<file path="config.mk">
export PLATFORM = sky130hd
export DESIGN_NAME = intersection_ctrl
export DESIGN_NICKNAME = d
export VERILOG_FILES = /design/src/rtl/intersection_pkg.sv /design/src/rtl/intersection_ctrl_phase_timer.sv /design/src/rtl/intersection_ctrl.sv
export SDC_FILE = /design/constraint.sdc
export NUM_CORES = 1
export LEC_CHECK = 0
export CAP_MARGIN = 0
export CORE_MARGIN = 4
export CORE_UTILIZATION = 49
export DETAILED_ROUTE_END_ITERATION = 10
export MAX_ROUTING_LAYER = met4
export PLACE_DENSITY_LB_ADDON = 0.1
export SLEW_MARGIN = 10
export SYNTH_ARGS = -nofsm -noshare
export SYNTH_HDL_FRONTEND = slang
export SYNTH_HIERARCHICAL = 1
export SYNTH_SLANG_ARGS = --single-unit
</file>
<file path="constraint.sdc">
create_clock -name clk -period 2.9 [get_ports clk]
set_input_delay 0.29 -clock clk [delete_from_list [all_inputs] [get_ports clk]]
set_output_delay 0.29 -clock clk [all_outputs]
set_load 0.05 [all_outputs]
</file>
<file path="src/rtl/intersection_pkg.sv">
// Shared types for the two-road intersection controller: phase encoding and lamp vector.
package intersection_pkg;

    typedef enum logic [2:0] {
        ALL_RED_B = 3'd0,
        NS_GREEN  = 3'd1,
        NS_YELLOW = 3'd2,
        ALL_RED_A = 3'd3,
        EW_GREEN  = 3'd4,
        EW_YELLOW = 3'd5,
        PED_WALK  = 3'd6
    } phase_t;

    typedef struct packed {
        logic red;
        logic yellow;
        logic green;
    } lamp_t;

    localparam lamp_t LAMP_RED    = '{red: 1'b1, yellow: 1'b0, green: 1'b0};
    localparam lamp_t LAMP_YELLOW = '{red: 1'b0, yellow: 1'b1, green: 1'b0};
    localparam lamp_t LAMP_GREEN  = '{red: 1'b0, yellow: 1'b0, green: 1'b1};

    function automatic int unsigned max2(input int unsigned a, input int unsigned b);
        return (a > b) ? a : b;
    endfunction

endpackage

</file>
<file path="src/rtl/intersection_ctrl_phase_timer.sv">
// Loadable down-counter that saturates at zero; done is registered and high while the count is zero.
module phase_timer #(
    parameter int unsigned      CNT_W   = 4,
    parameter logic [CNT_W-1:0] RST_VAL = '0
) (
    input  logic             clk,
    input  logic             rst,
    input  logic             load,
    input  logic [CNT_W-1:0] load_val,
    output logic             done
);

    logic [CNT_W-1:0] cnt_q;
    logic [CNT_W-1:0] cnt_nxt;

    always_comb begin
        cnt_nxt = cnt_q;
        if (load) begin
            cnt_nxt = load_val;
        end else if (cnt_q != '0) begin
            cnt_nxt = cnt_q - CNT_W'(1);
        end
    end

    always_ff @(posedge clk or posedge rst) begin
        if (rst) begin
            cnt_q <= RST_VAL;
            done  <= (RST_VAL == '0);
        end else begin
            cnt_q <= cnt_nxt;
            done  <= (cnt_nxt == '0);
        end
    end

endmodule

</file>
<file path="src/rtl/intersection_ctrl.sv">
// Two-road intersection phase sequencer with all-red clearance and NS green hold.
// Optional pedestrian walk phase is built when INTERSECTION_PED_EN is defined.
module intersection_ctrl
    import intersection_pkg::*;
#(
    parameter int unsigned NS_GREEN_T = 8,
    parameter int unsigned EW_GREEN_T = 4,
    parameter int unsigned YELLOW_T   = 2,
    parameter int unsigned ALLRED_T   = 1,
    parameter int unsigned PED_T      = 3
) (
    input  logic       clk,
    input  logic       rst,
    input  logic       ew_req,
    input  logic       ped_req,
    output logic       ns_red,
    output logic       ns_yellow,
    output logic       ns_green,
    output logic       ew_red,
    output logic       ew_yellow,
    output logic       ew_green,
    output logic       walk,
    output logic [2:0] phase
);

    localparam int unsigned MAX_T = max2(max2(max2(NS_GREEN_T, EW_GREEN_T), max2(YELLOW_T, ALLRED_T)), PED_T);
    localparam int unsigned CNT_W = $clog2(MAX_T) + 1;

    phase_t           phase_q;
    phase_t           phase_nxt;
    lamp_t            ns_q, ew_q, ns_nxt, ew_nxt;
    logic             walk_q, walk_nxt;
    logic             tmr_load;
    logic             tmr_done;
    logic [CNT_W-1:0] tmr_val;
    logic             ped_pending;

    phase_timer #(
        .CNT_W   (CNT_W),
        .RST_VAL (CNT_W'(ALLRED_T - 1))
    ) u_timer (
        .clk      (clk),
        .rst      (rst),
        .load     (tmr_load),
        .load_val (tmr_val),
        .done     (tmr_done)
    );

    // Next phase, timer reload and lamp decode of the phase being entered.
    always_comb begin
        phase_nxt = phase_q;
        ns_nxt    = LAMP_RED;
        ew_nxt    = LAMP_RED;
        walk_nxt  = 1'b0;
        tmr_val   = CNT_W'(ALLRED_T - 1);

        case (phase_q)
            NS_GREEN:  if (tmr_done && (ew_req || ped_pending)) phase_nxt = NS_YELLOW;
            NS_YELLOW: if (tmr_done) phase_nxt = ALL_RED_A;
            ALL_RED_A: if (tmr_done) phase_nxt = EW_GREEN;
            EW_GREEN:  if (tmr_done) phase_nxt = EW_YELLOW;
            EW_YELLOW: if (tmr_done) phase_nxt = ALL_RED_B;
            ALL_RED_B: if (tmr_done) phase_nxt = ped_pending ? PED_WALK : NS_GREEN;
`ifdef INTERSECTION_PED_EN
            PED_WALK:  if (tmr_done) phase_nxt = NS_GREEN;
`endif
            default:   phase_nxt = ALL_RED_B;
        endcase

        // The NS hold leaves the phase unchanged, so the timer stays saturated.
        tmr_load = (phase_nxt != phase_q);

        case (phase_nxt)
            NS_GREEN: begin
                ns_nxt  = LAMP_GREEN;
                tmr_val = CNT_W'(NS_GREEN_T - 1);
            end
            NS_YELLOW: begin
                ns_nxt  = LAMP_YELLOW;
                tmr_val = CNT_W'(YELLOW_T - 1);
            end
            EW_GREEN: begin
                ew_nxt  = LAMP_GREEN;
                tmr_val = CNT_W'(EW_GREEN_T - 1);
            end
            EW_YELLOW: begin
                ew_nxt  = LAMP_YELLOW;
                tmr_val = CNT_W'(YELLOW_T - 1);
            end
`ifdef INTERSECTION_PED_EN
            PED_WALK: begin
                walk_nxt = 1'b1;
                tmr_val  = CNT_W'(PED_T - 1);
            end
`endif
            default: tmr_val = CNT_W'(ALLRED_T - 1);
        endcase
    end

    always_ff @(posedge clk or posedge rst) begin
        if (rst) begin
            phase_q <= ALL_RED_B;
            ns_q    <= LAMP_RED;
            ew_q    <= LAMP_RED;
            walk_q  <= 1'b0;
        end else begin
            phase_q <= phase_nxt;
            ns_q    <= ns_nxt;
            ew_q    <= ew_nxt;
            walk_q  <= walk_nxt;
        end
    end

`ifdef INTERSECTION_PED_EN
    // Entering PED_WALK clears the request; a ped_req on that edge is absorbed.
    always_ff @(posedge clk or posedge rst) begin
        if (rst) begin
            ped_pending <= 1'b0;
        end else if (phase_nxt == PED_WALK && phase_q != PED_WALK) begin
            ped_pending <= 1'b0;
        end else if (ped_req && phase_q != PED_WALK) begin
            ped_pending <= 1'b1;
        end
    end
`else
    logic unused_ped_req;
    assign unused_ped_req = ped_req;
    assign ped_pending    = 1'b0;
`endif

    assign ns_red    = ns_q.red;
    assign ns_yellow = ns_q.yellow;
    assign ns_green  = ns_q.green;
    assign ew_red    = ew_q.red;
    assign ew_yellow = ew_q.yellow;
    assign ew_green  = ew_q.green;
    assign walk      = walk_q;
    assign phase     = phase_q;

endmodule

</file>
== After elaboration in Yosys (flattened, before gate mapping) ==
Cells that the tools add are included.
Storage, ports and cells
  flip-flop bits (word level): 14
  bits in latches: 0
  RAM bits: 0
  memory bits (read-only): 0
  bits of input ports: 4
  output and inout port bits: 10
  word-level logic and storage cells: 37
  memories: 0
Cells by class
  $add $sub $neg: 1
  multipliers: 0
  div/mod/pow operators: 0
  order comparisons: 0
  equal/unequal tests: 10
  shifts and indexed selects: 0
  mux-type cells: 12
  bitwise operators: 0
  reductions and logical operators: 5
Operators by type and width (number)
  $mux 3: 6
  $pmux 3 s6: 1
  $eq 3x3->1 const B: 4
  $pmux 3 s2: 2
  $eq 3x2->1 const B: 3
  $pmux 3 s3: 1
  $mux 4: 2
  $eq 3x1->1 const B: 2
  $logic_not 4->1: 1
  $reduce_bool 4->1: 1
  $sub 4x1->4 const B: 1
  $logic_not 3->1: 1
  $ne 3x3->1: 1
  $reduce_or 2->1: 1
  $logic_and 1x1->1: 1

== Logic depth before layout (Yosys ltp) ==
Gate-level depths: netlist of run 1.
  depth in word-level cells: 8
  gate-level depth with buffers: 8
  depth with buffers taken out: 6

== Modules after synthesis ==
The synthesis of run 1 kept the hierarchy.
Modules (own cells, without submodules)
  intersection_ctrl: instances 1, cells an instance 51, area an instance 493.0 um2, seq. area each 227.7 um2
  phase_timer: instances 1, cells an instance 25, area an instance 279.0 um2, seq. area each 126.4 um2

== Worst setup path before layout of run 1 ==
OpenSTA, ideal clock, no wires.
  path type: reg-to-reg
  start point: register phase_q[1], in the netlist phase[1]
  end point: register u_timer.done
  setup time: 90 ps
  arrival time: 1906 ps
  data required time: 2810 ps
  setup slack: 904 ps
  stages on the path, launching flop included: 7
  buffers on the path: 1
  period minus slack after synthesis: 1996 ps
  cell sequence: dfrtp_1 -> buf_2 -> nor2_1 -> a21boi_1 -> o22a_1 -> mux2_2 -> nor4_2
On the way
  elaborated cells between the ends (all ways): 22
  classes of those cells: eq/ne (10); mux (9); reduce/logical (3)
RTL lines
  start: declaration: line intersection_ctrl.sv:29  | phase_t phase_q;
  start signal: assignment: line intersection_ctrl.sv:107  | phase_q <= phase_nxt;
  $eq 3x3->1 (tied with other cells): line intersection_ctrl.sv:57  | case (phase_q)
  $pmux 3 s6: line intersection_ctrl.sv:57
  $ne 3x3->1 (*): line intersection_ctrl.sv:71  | tmr_load = (phase_nxt != phase_q);
  via tmr_load: line intersection_ctrl.sv:33  | logic tmr_load;
  $mux 4 (*): line intersection_ctrl_phase_timer.sv:18  | if (load) begin
  via u_timer.cnt_nxt[2]: line intersection_ctrl_phase_timer.sv:14  | logic [CNT_W-1:0] cnt_nxt;
  $logic_not 4->1 (*): line intersection_ctrl_phase_timer.sv:31  | done <= (cnt_nxt == '0);
  end signal: assignment: line intersection_ctrl_phase_timer.sv:28  | done <= (RST_VAL == '0);
  end signal: assignment: line intersection_ctrl_phase_timer.sv:31
  end: declaration: line intersection_ctrl_phase_timer.sv:10  | output logic done
The timed path passes the listed nets; every way through them passes the cells marked *.

== Worst setup path in the final report of run 1 ==
  start point: register phase_q[1], in the netlist phase[1]
  end point: output port phase[1]
RTL lines
  end: declaration: line intersection_ctrl.sv:23  | output logic [2:0] phase
No word-level cell between the ends.

==> results.ini, run 1 <==
[synth]
synth.ff_latch_count=14
dominantRegCellSynth=dfrtp_1
yosys-top-cells-area=dfrtp_1 36%, dfstp_2 10%, buf_4 2.9%
yosys_warnings=6
synth_area_per_cell_um2=10.2
seq_area_frac_synth_pct=45.9
synth-async-reset-ratio_pct=100
synthesis.instances=76
post-synth-top-count-cell=dfrtp_1
mappedNetlistArea_um2=772
synth_top_area_cell=dfrtp_1
ys_top_cells_by_count=11 x dfrtp_1, 6 x inv_1, 5 x nand2_1
fraction_of_synthesized_cell_area_taken_by_the_top_area_cell_type_pct=35.7
synth_cell_type_count=37
synth_edf_count=0

[route]
drc_errors=0
routed_via_density=5.40
initialDrtViolationCount=16
via_count=551
post_drt_wl_per_cell_um=13.1
ant_nets=0
drt_pass1_iterations=4
routed_wirelength_mm=1.33

[finish]
nNetsFinal=92
drive_gt1_share_pct=15.1
stdcell_area_um2=888
layout.filler_cells=124
final_cell_count_no_fill=102
antenna_cells=0
flow.area_growth_from_synthesis_pct=15.1

[floorplanning]
design.die.area_mm2=0.00227
floorplan.die.height_um=47.7
core_area_mm2=0.00149
placementRows=14
initial_utilization_pct=51.8
die_width_um=47.7
boundaryPins=14

[critical_path]
cp.buffers_inverters=1
worstPathRequired_ns=2.61
end_kind=primary output
reg2reg_from=phase[1]
critPathMaxFanout=17
critPathLaunchType=flop
rr_worst_depth=5
max_stage_delay_ns=0.91
cp_slowest_cell=clkdlybuf4s50_1
worstReg2RegEnd=u_timer/done
worstSetupPathType=reg2out
critPathArrivalTime_ns=1.86
path_delay_family=buffers and inverters
ff2ff_setup_slack_ns=0.90
worstPathCellList=clkdlybuf4s50_1

[timing]
post-route-min-period_ns=2.15
setup_slack_ns=0.745
setup_viol=0
timing_max_transition_violations_final=0
clock-skew-final_ns=0.00285
timing.final.hold_violations=0
period_share_pct=74.3
fin_hold_ws_ns=0.238
worst_slew_pin_slew_ns=0.534
setup_total_negative_slack_ns=0
rsz0062_at_grt=no
max-slew-margin-rel_pct=64.4
fmax_mhz=464

[power]
power-per-cell-area_mw_per_mm2=1230
ir_drop_uv=506
p_leak_nw=0.390

[global_route]
grt_max_degree=18
globalRouteOverflowTotal=0
antenna_found_initial=0
first_pass_grt_wire_length_mm=2.07
via_count_of_the_first_global_routing_pass=459
global_route.usage.total_pct=13.9

[placed_design]
placed_cells=98
post-dp-hpwl_mm=1.00
place_worst_setup_slack_ns=0.890
globalplace.congestion=0.775
placement.cell_area_um2=862
number_of_port_buffers=11

[clocking]
number_of_buffers_inserted_during_clock_tree_synthesis=3
clock_tree.htree_level_count=1
cts_setup_buffers=0
cts_num_sinks=14
clk_pin_slew_worst_paths_ns=0.08
cts-hold-fix-buffers=0
cts-root-to-sink-buffers=2
cts_root_buf=clkbuf_4
clkLatencyLatePin_ns=0.27
tritoncts=done
ctsResizeCount=0

[job]
max-cap-violations=0

[worst_hold_path]
holdCritPathClass=in2async

[status]
run_status=finished clean

## cells by family after synthesis
logic type | share of synthesized area (%)
AO/OA/AOI/OAI | 14.9
AND/OR/NAND/NOR | 18.2
XOR/XNOR | 4.38
flip-flops | 45.9
adder cells (fa/ha/maj) | 1.62
multiplexers | 6.00
other | 0.486
buffers and inverters | 8.59
## final cells by class
| class | count | area [µm²] | area share [%] |
|---|---|---|---|
| Tap cell | 16 | 20.0 | 2.25 |
| Multi-Input combinational cell | 51 | 355 | 40.0 |
| Inverter | 6 | 22.5 | 2.54 |
| Clock buffer | 4 | 26.3 | 2.96 |
| Timing Repair Buffer | 11 | 110 | 12.4 |
| Sequential cell | 14 | 354 | 39.9 |
## worst register-to-register path, cell delays in order, from the launching register on
cell and delay, ns:
dfrtp_1 0.68, nor2_1 0.14, a21boi_1 0.16, o22a_1 0.27
mux2_2 0.38, nor4_2 0.27
## worst max path at each step
stage	from	end	cells past startpoint
after detailed placement	ew_req	u_timer/done	6
after floorplan	phase[1]	u_timer/done	6
after CTS	phase[1]	phase[1]	1
after global routing	phase[1]	phase[1]	1
final	phase[1]	phase[1]	1
after global placement	ew_req	u_timer/done	6
## metal layers
layer / vias to the layer above / part of all wire [%] / global-route usage (%)
met5: - / 0 / -
met1: 262 / 51 / 18.3
li1: 278 / - / -
met3: 2 / 4.3 / 4.51
met4: 0 / 1.1 / 8.06
met2: 9 / 43 / 18.2
## where the power goes
group	internal, mW	switching (mW)	total (mW)
logic	0.244	0.344	0.588
registers	0.283	0.110	0.393
clock network	0.0533	0.0600	0.113
total	0.580	0.514	1.09
## registers in the layout (all words and copies together), names as in the netlist
register,flops
ew_green,1
ew_red,1
ew_yellow,1
ns_green,1
ns_red,1
ns_yellow,1
phase,3
u_timer/cnt_q,4
u_timer/done,1
## stage by stage
stage | total power [mW] | utilization (%)
2_1_floorplan | 0.855 | -
3_3_place_gp | 0.974 | 57.9
3_5_place_dp | 0.988 | 57.9
4_1_cts | 1.10 | 59.7
5_1_grt | 1.17 | 59.7
6_report | 1.09 | 59.7
## placed cells by master, fill, tap and decap left out, drive strengths merged, types with 3 or more instances in the layout
cell,count
clkbuf,4
clkdlybuf4s50,11
nor2,5
dfstp,3
dfrtp,11
a21oi,5
inv,6
o21ai,6
nand2,5
Power figures use the tool's default switching activity.
==> run 2: changes to the inputs <==
- CORE_UTILIZATION: 49 -> 45
- clock period: 2.9 -> 1.77 ns (I/O delays scaled with it)
==> run 2 against run 1 <==
Effect of this change: worst setup slack lost 0.62 ns; non-clock buffer count grew 6; utilization shrank 0.11 points; count of clock-buffer cells in the layout is the same.
==> results.ini, run 2 (synthesis results as in run 1) <==
[timing]
setup_total_negative_slack_ns=0
timing.final.hold_violations=0
period_share_pct=92.8
timing_max_transition_violations_final=0
rsz0062_at_grt=no
post-route-min-period_ns=1.64
setup_viol=0
fin_hold_ws_ns=0.128
clock-skew-final_ns=0.00157
fmax_mhz=609
setup_slack_ns=0.128

[floorplanning]
initial_utilization_pct=49.5
placementRows=14
design.die.area_mm2=0.00244
core_area_mm2=0.00156
die_width_um=49.4
boundaryPins=14
floorplan.die.height_um=49.4

[route]
routed_wirelength_mm=1.38
ant_nets=0
routed_via_density=5.30
via_count=572
initialDrtViolationCount=13
drc_errors=0
drt_pass1_iterations=4
post_drt_wl_per_cell_um=12.7

[global_route]
global_route.usage.total_pct=13.1
antenna_found_initial=0
via_count_of_the_first_global_routing_pass=492
grt_max_degree=17
first_pass_grt_wire_length_mm=2.29
globalRouteOverflowTotal=0

[clocking]
clk_pin_slew_worst_paths_ns=0.08
cts-hold-fix-buffers=0
ctsResizeCount=0
cts_setup_buffers=0
cts-root-to-sink-buffers=2
tritoncts=done
clock_tree.htree_level_count=1
clkLatencyLatePin_ns=0.27
cts_root_buf=clkbuf_4
cts_num_sinks=14
number_of_buffers_inserted_during_clock_tree_synthesis=3

[placed_design]
number_of_port_buffers=11
place_worst_setup_slack_ns=-0.00586
globalplace.congestion=0.805
post-dp-hpwl_mm=1.06
placed_cells=104
placement.cell_area_um2=902

[power]
power_frac_clock_pct=9.7
ir_drop_uv=902
p_int_mw=1.01
power-per-cell-area_mw_per_mm2=2010
p_switching_mw=0.859
power.switching_fraction_pct=45.9
sequential_group_share_of_total_power_pct=32.5
p_leak_nw=0.425
power.combinational.fraction_pct=57.9

[finish]
final_cell_count_no_fill=108
largest_reg_flops=4
stdcell_area_um2=928
layout.cells.most_common=buf_4
regMostFlops=u_timer/cnt_q
drive_gt1_share_pct=29.3
nNetsFinal=98
flow.area_growth_from_synthesis_pct=20.3
antenna_cells=0
layout.cells.most_common_list=11 x buf_4, 8 x dfrtp_1, 6 x inv_1, 6 x clkdlybuf4s50_1, 5 x nand2_1
layout.filler_cells=133

[critical_path]
ff2ff_setup_slack_ns=0.13
critPathMaxFanout=6
critPathLaunchType=flop
critPathArrivalTime_ns=1.82
worstPathRequired_ns=1.95
worstSetupPathType=reg2reg
end_kind=flop

[status]
run_status=finished clean

[job]
max-cap-violations=0

[worst_hold_path]
holdCritPathClass=in2async

[run 2: final cells by class]
| type | count | area (µm²) | share of cell area [%] |
|---|---|---|---|
| Multi-Input combinational cell | 51 | 359 | 38.7 |
| Sequential cell | 14 | 358 | 38.5 |
| Timing Repair Buffer | 17 | 143 | 15.4 |
| Clock buffer | 4 | 26.3 | 2.83 |
| Inverter | 6 | 22.5 | 2.43 |
| Tap cell | 16 | 20.0 | 2.16 |
[run 2: path summary, 6_finish.rpt]
| path | start | end | depth (start not counted) |
|---|---|---|---|
| setup / recovery | u_timer/done | u_timer/done | 4 |
| setup reg to reg | u_timer/done | u_timer/done | 4 |
| hold reg to reg | u_timer/done | ns_yellow | 2 |
| hold / removal | rst | u_timer/cnt_q[3] | 2 |
| max in group asynchronous | rst | ns_red | 2 |
| min in group clk | u_timer/done | ns_yellow | 2 |
[run 2: per-layer routing]
metal / up-vias / routed length, µm / GRT usage, % / part of all wire, %
li1: 287 / - / - / -
met1: 271 / 702 / 19.0 / 51
met2: 12 / 584 / 16.5 / 42
met3: 2 / 77 / 3.06 / 5.6
met4: 0 / 10 / 6.91 / 0.73
met5: - / 0 / - / 0
[run 2: worst max-delay path, cell delays in order (launching register included)]
cell	delay [ns]
dfstp_2	0.58
a21boi_1	0.16
o22a_1	0.21
mux2_4	0.33
nor4_2	0.28
[run 2: stage by stage]
step           util [%]  total power [mW]
4_1_cts            59.6              1.88
2_1_floorplan         -              1.43
3_5_place_dp       57.9              1.70
3_3_place_gp       57.9              1.68
6_report           59.6              1.87
5_1_grt            59.6              2.01
[run 2: power groups by stage]
stage / combinational (mW) / clock [mW] / sequential [mW]
2_1_floorplan: 0.614 / 0 / 0.814
3_3_place_gp: 1.07 / 0 / 0.607
3_5_place_dp: 1.09 / 0 / 0.612
4_1_cts: 1.09 / 0.187 / 0.606
5_1_grt: 1.17 / 0.211 / 0.633
6_report: 1.08 / 0.181 / 0.608
==> run 3: changes to the inputs <==
- ABC_AREA: unset -> 1
- CORE_UTILIZATION: 45 -> 46
==> run 3 against run 2 <==
Effect of this change: synthesized cell count increased by 41%; clock skew increased by 0.0016 ns; critical endpoint unchanged; utilization increased by 1.8 points; critical path depth increased by 7.
==> results.ini, run 3 <==
[status]
run_status=finished clean

[floorplanning]
boundaryPins=14
core_area_mm2=0.00173
design.die.area_mm2=0.00256
floorplan.die.height_um=50.6
die_width_um=50.6
initial_utilization_pct=48.4
placementRows=15

[synth]
synth_cell_type_count=21
mappedNetlistArea_um2=836
synth_edf_count=0
synth_area_per_cell_um2=7.81
synth-async-reset-ratio_pct=100
post-synth-top-count-cell=nand2_1
ys_top_cells_by_count=28 x nand2_1, 16 x inv_1, 11 x dfrtp_1, 11 x nand3_1
synthesis.instances=107
seq_area_frac_synth_pct=42.4
dominantRegCellSynth=dfrtp_1
fraction_of_synthesized_cell_area_taken_by_the_top_area_cell_type_pct=32.9
synth.ff_latch_count=14
yosys_warnings=6
synth_top_area_cell=dfrtp_1
yosys-top-cells-area=dfrtp_1 33%, nand2_1 13%, dfstp_2 9.4%

[clocking]
tritoncts=done
clk_pin_slew_worst_paths_ns=0.08
number_of_buffers_inserted_during_clock_tree_synthesis=3
clkLatencyLatePin_ns=0.26
cts_root_buf=clkbuf_4
clock_tree.htree_level_count=1
cts_num_sinks=14
cts-root-to-sink-buffers=2
cts_setup_buffers=0
cts-hold-fix-buffers=0

[finish]
postLayoutCoreUtil_pct=61.3
nNetsFinal=131
layout.cells.most_common_list=24 x nand2_1, 15 x inv_1, 10 x nand2_2
largest_reg_flops=4
drive_gt1_share_pct=37.6
antenna_cells=0
layout.cells.most_common=nand2_1
layout.filler_cells=165
regMostFlops=u_timer/cnt_q
flow.area_growth_from_synthesis_pct=26.6

[timing]
timing.final.hold_violations=0
max-slew-margin-rel_pct=66.1
fmax_mhz=582
fin_hold_ws_ns=0.120
clock-skew-final_ns=0.00318
period_share_pct=97.1
setup_viol=0
rsz0062_at_grt=yes
setup_slack_ns=0.0516
timing_max_transition_violations_final=0
post-route-min-period_ns=1.72
worst_slew_pin_slew_ns=0.507

[critical_path]
worstPathRequired_ns=1.98
worstReg2RegEnd=u_timer/done
worstSetupPathType=reg2reg
critPathArrivalTime_ns=1.92
critPathMaxFanout=4
rr_worst_depth=11
startpoint=u_timer/done
endpoint=u_timer/done
ff2ff_setup_slack_ns=0.05
end_kind=flop
critPathLaunchType=flop
reg2reg_from=u_timer/done

[placed_design]
number_of_port_buffers=11
place_worst_setup_slack_ns=0.000104
globalplace.congestion=0.889
post-dp-hpwl_mm=1.24

[global_route]
grt_max_degree=10
global_route.usage.total_pct=14.5
via_count_of_the_first_global_routing_pass=673
antenna_found_initial=0
globalRouteOverflowTotal=0
first_pass_grt_wire_length_mm=2.77

[route]
drt_pass1_iterations=4
initialDrtViolationCount=8
via_count=657
post_drt_wl_per_cell_um=10.4
ant_nets=0
routed_wirelength_mm=1.56
drc_errors=0
routed_via_density=4.38

[worst_hold_path]
holdCritPathClass=in2async

[job]
max-cap-violations=0

[run 3: worst min path at each step]
| stage | to | cells past startpoint |
|---|---|---|
| 2_1_floorplan | u_timer/cnt_q[0] | 1 |
| 3_3_place_gp | u_timer/cnt_q[3] | 2 |
| 3_5_place_dp | u_timer/cnt_q[3] | 2 |
| 4_1_cts | u_timer/cnt_q[3] | 2 |
| 5_1_grt | u_timer/cnt_q[2] | 2 |
| 6_report | u_timer/cnt_q[3] | 2 |
[run 3: worst max-delay path: stages (launching register included)]
cell and delay (ns):
dfstp_2 0.58, nand2_1 0.09, inv_1 0.06, nand3_1 0.15
nand2_2 0.13, nand2_4 0.07, nand2_4 0.07, o21ai_1 0.06
or2_1 0.24, nand2_2 0.08, nand2_2 0.05, nor2_2 0.07
[run 3: cells by family (layout without fill, tap and decap cells)]
group	Yosys count	after routing	synth area share (%)
buffers and inverters	23	40	10.8
AOI/OAI and AO/OA	4	4	4.34
and+or+nand+nor	64	64	40.6
adders and majority gates	1	1	1.50
DFF	14	14	42.4
other	1	2	0.449
[run 3: layout make-up]
class	instances	area, µm²	share of cell area [%]
multi-input cells	71	423	40.0
flip-flops and latches	14	358	33.8
repair buffers	14	125	11.8
inverters	22	85.1	8.04
clock buffers	4	36.3	3.43
well taps	25	31.3	2.96
[run 3: per-layer routing]
| metal | global-route usage (%) | wire length (µm) | up-vias |
|---|---|---|---|
| met5 | - | 0 | - |
| met4 | 4.04 | 6 | 0 |
| met3 | 2.67 | 39 | 2 |
| met2 | 24.6 | 793 | 12 |
| met1 | 17.7 | 719 | 285 |
| li1 | - | - | 358 |
[run 3: stage by stage]
step           std cells  setup TNS, ns  cell area (µm²)
2_1_floorplan        108              0              843
3_3_place_gp         146      -0.000800              992
3_5_place_dp         146              0              992
4_1_cts              150              0             1030
5_1_grt              150        -0.0659             1060
6_report             150              0             1060
[run 3: timing repair]
| action | CTS | global route |
|---|---|---|
| gates resized for setup | 1 | 8 |
| setup endpoints to repair | 1 | 3 |
| pin swaps | 0 | 7 |
Power of run 3 is left out: the tool's default activity adds up to more than one toggle a clock period on the data nets, which glitch-free logic cannot reach.
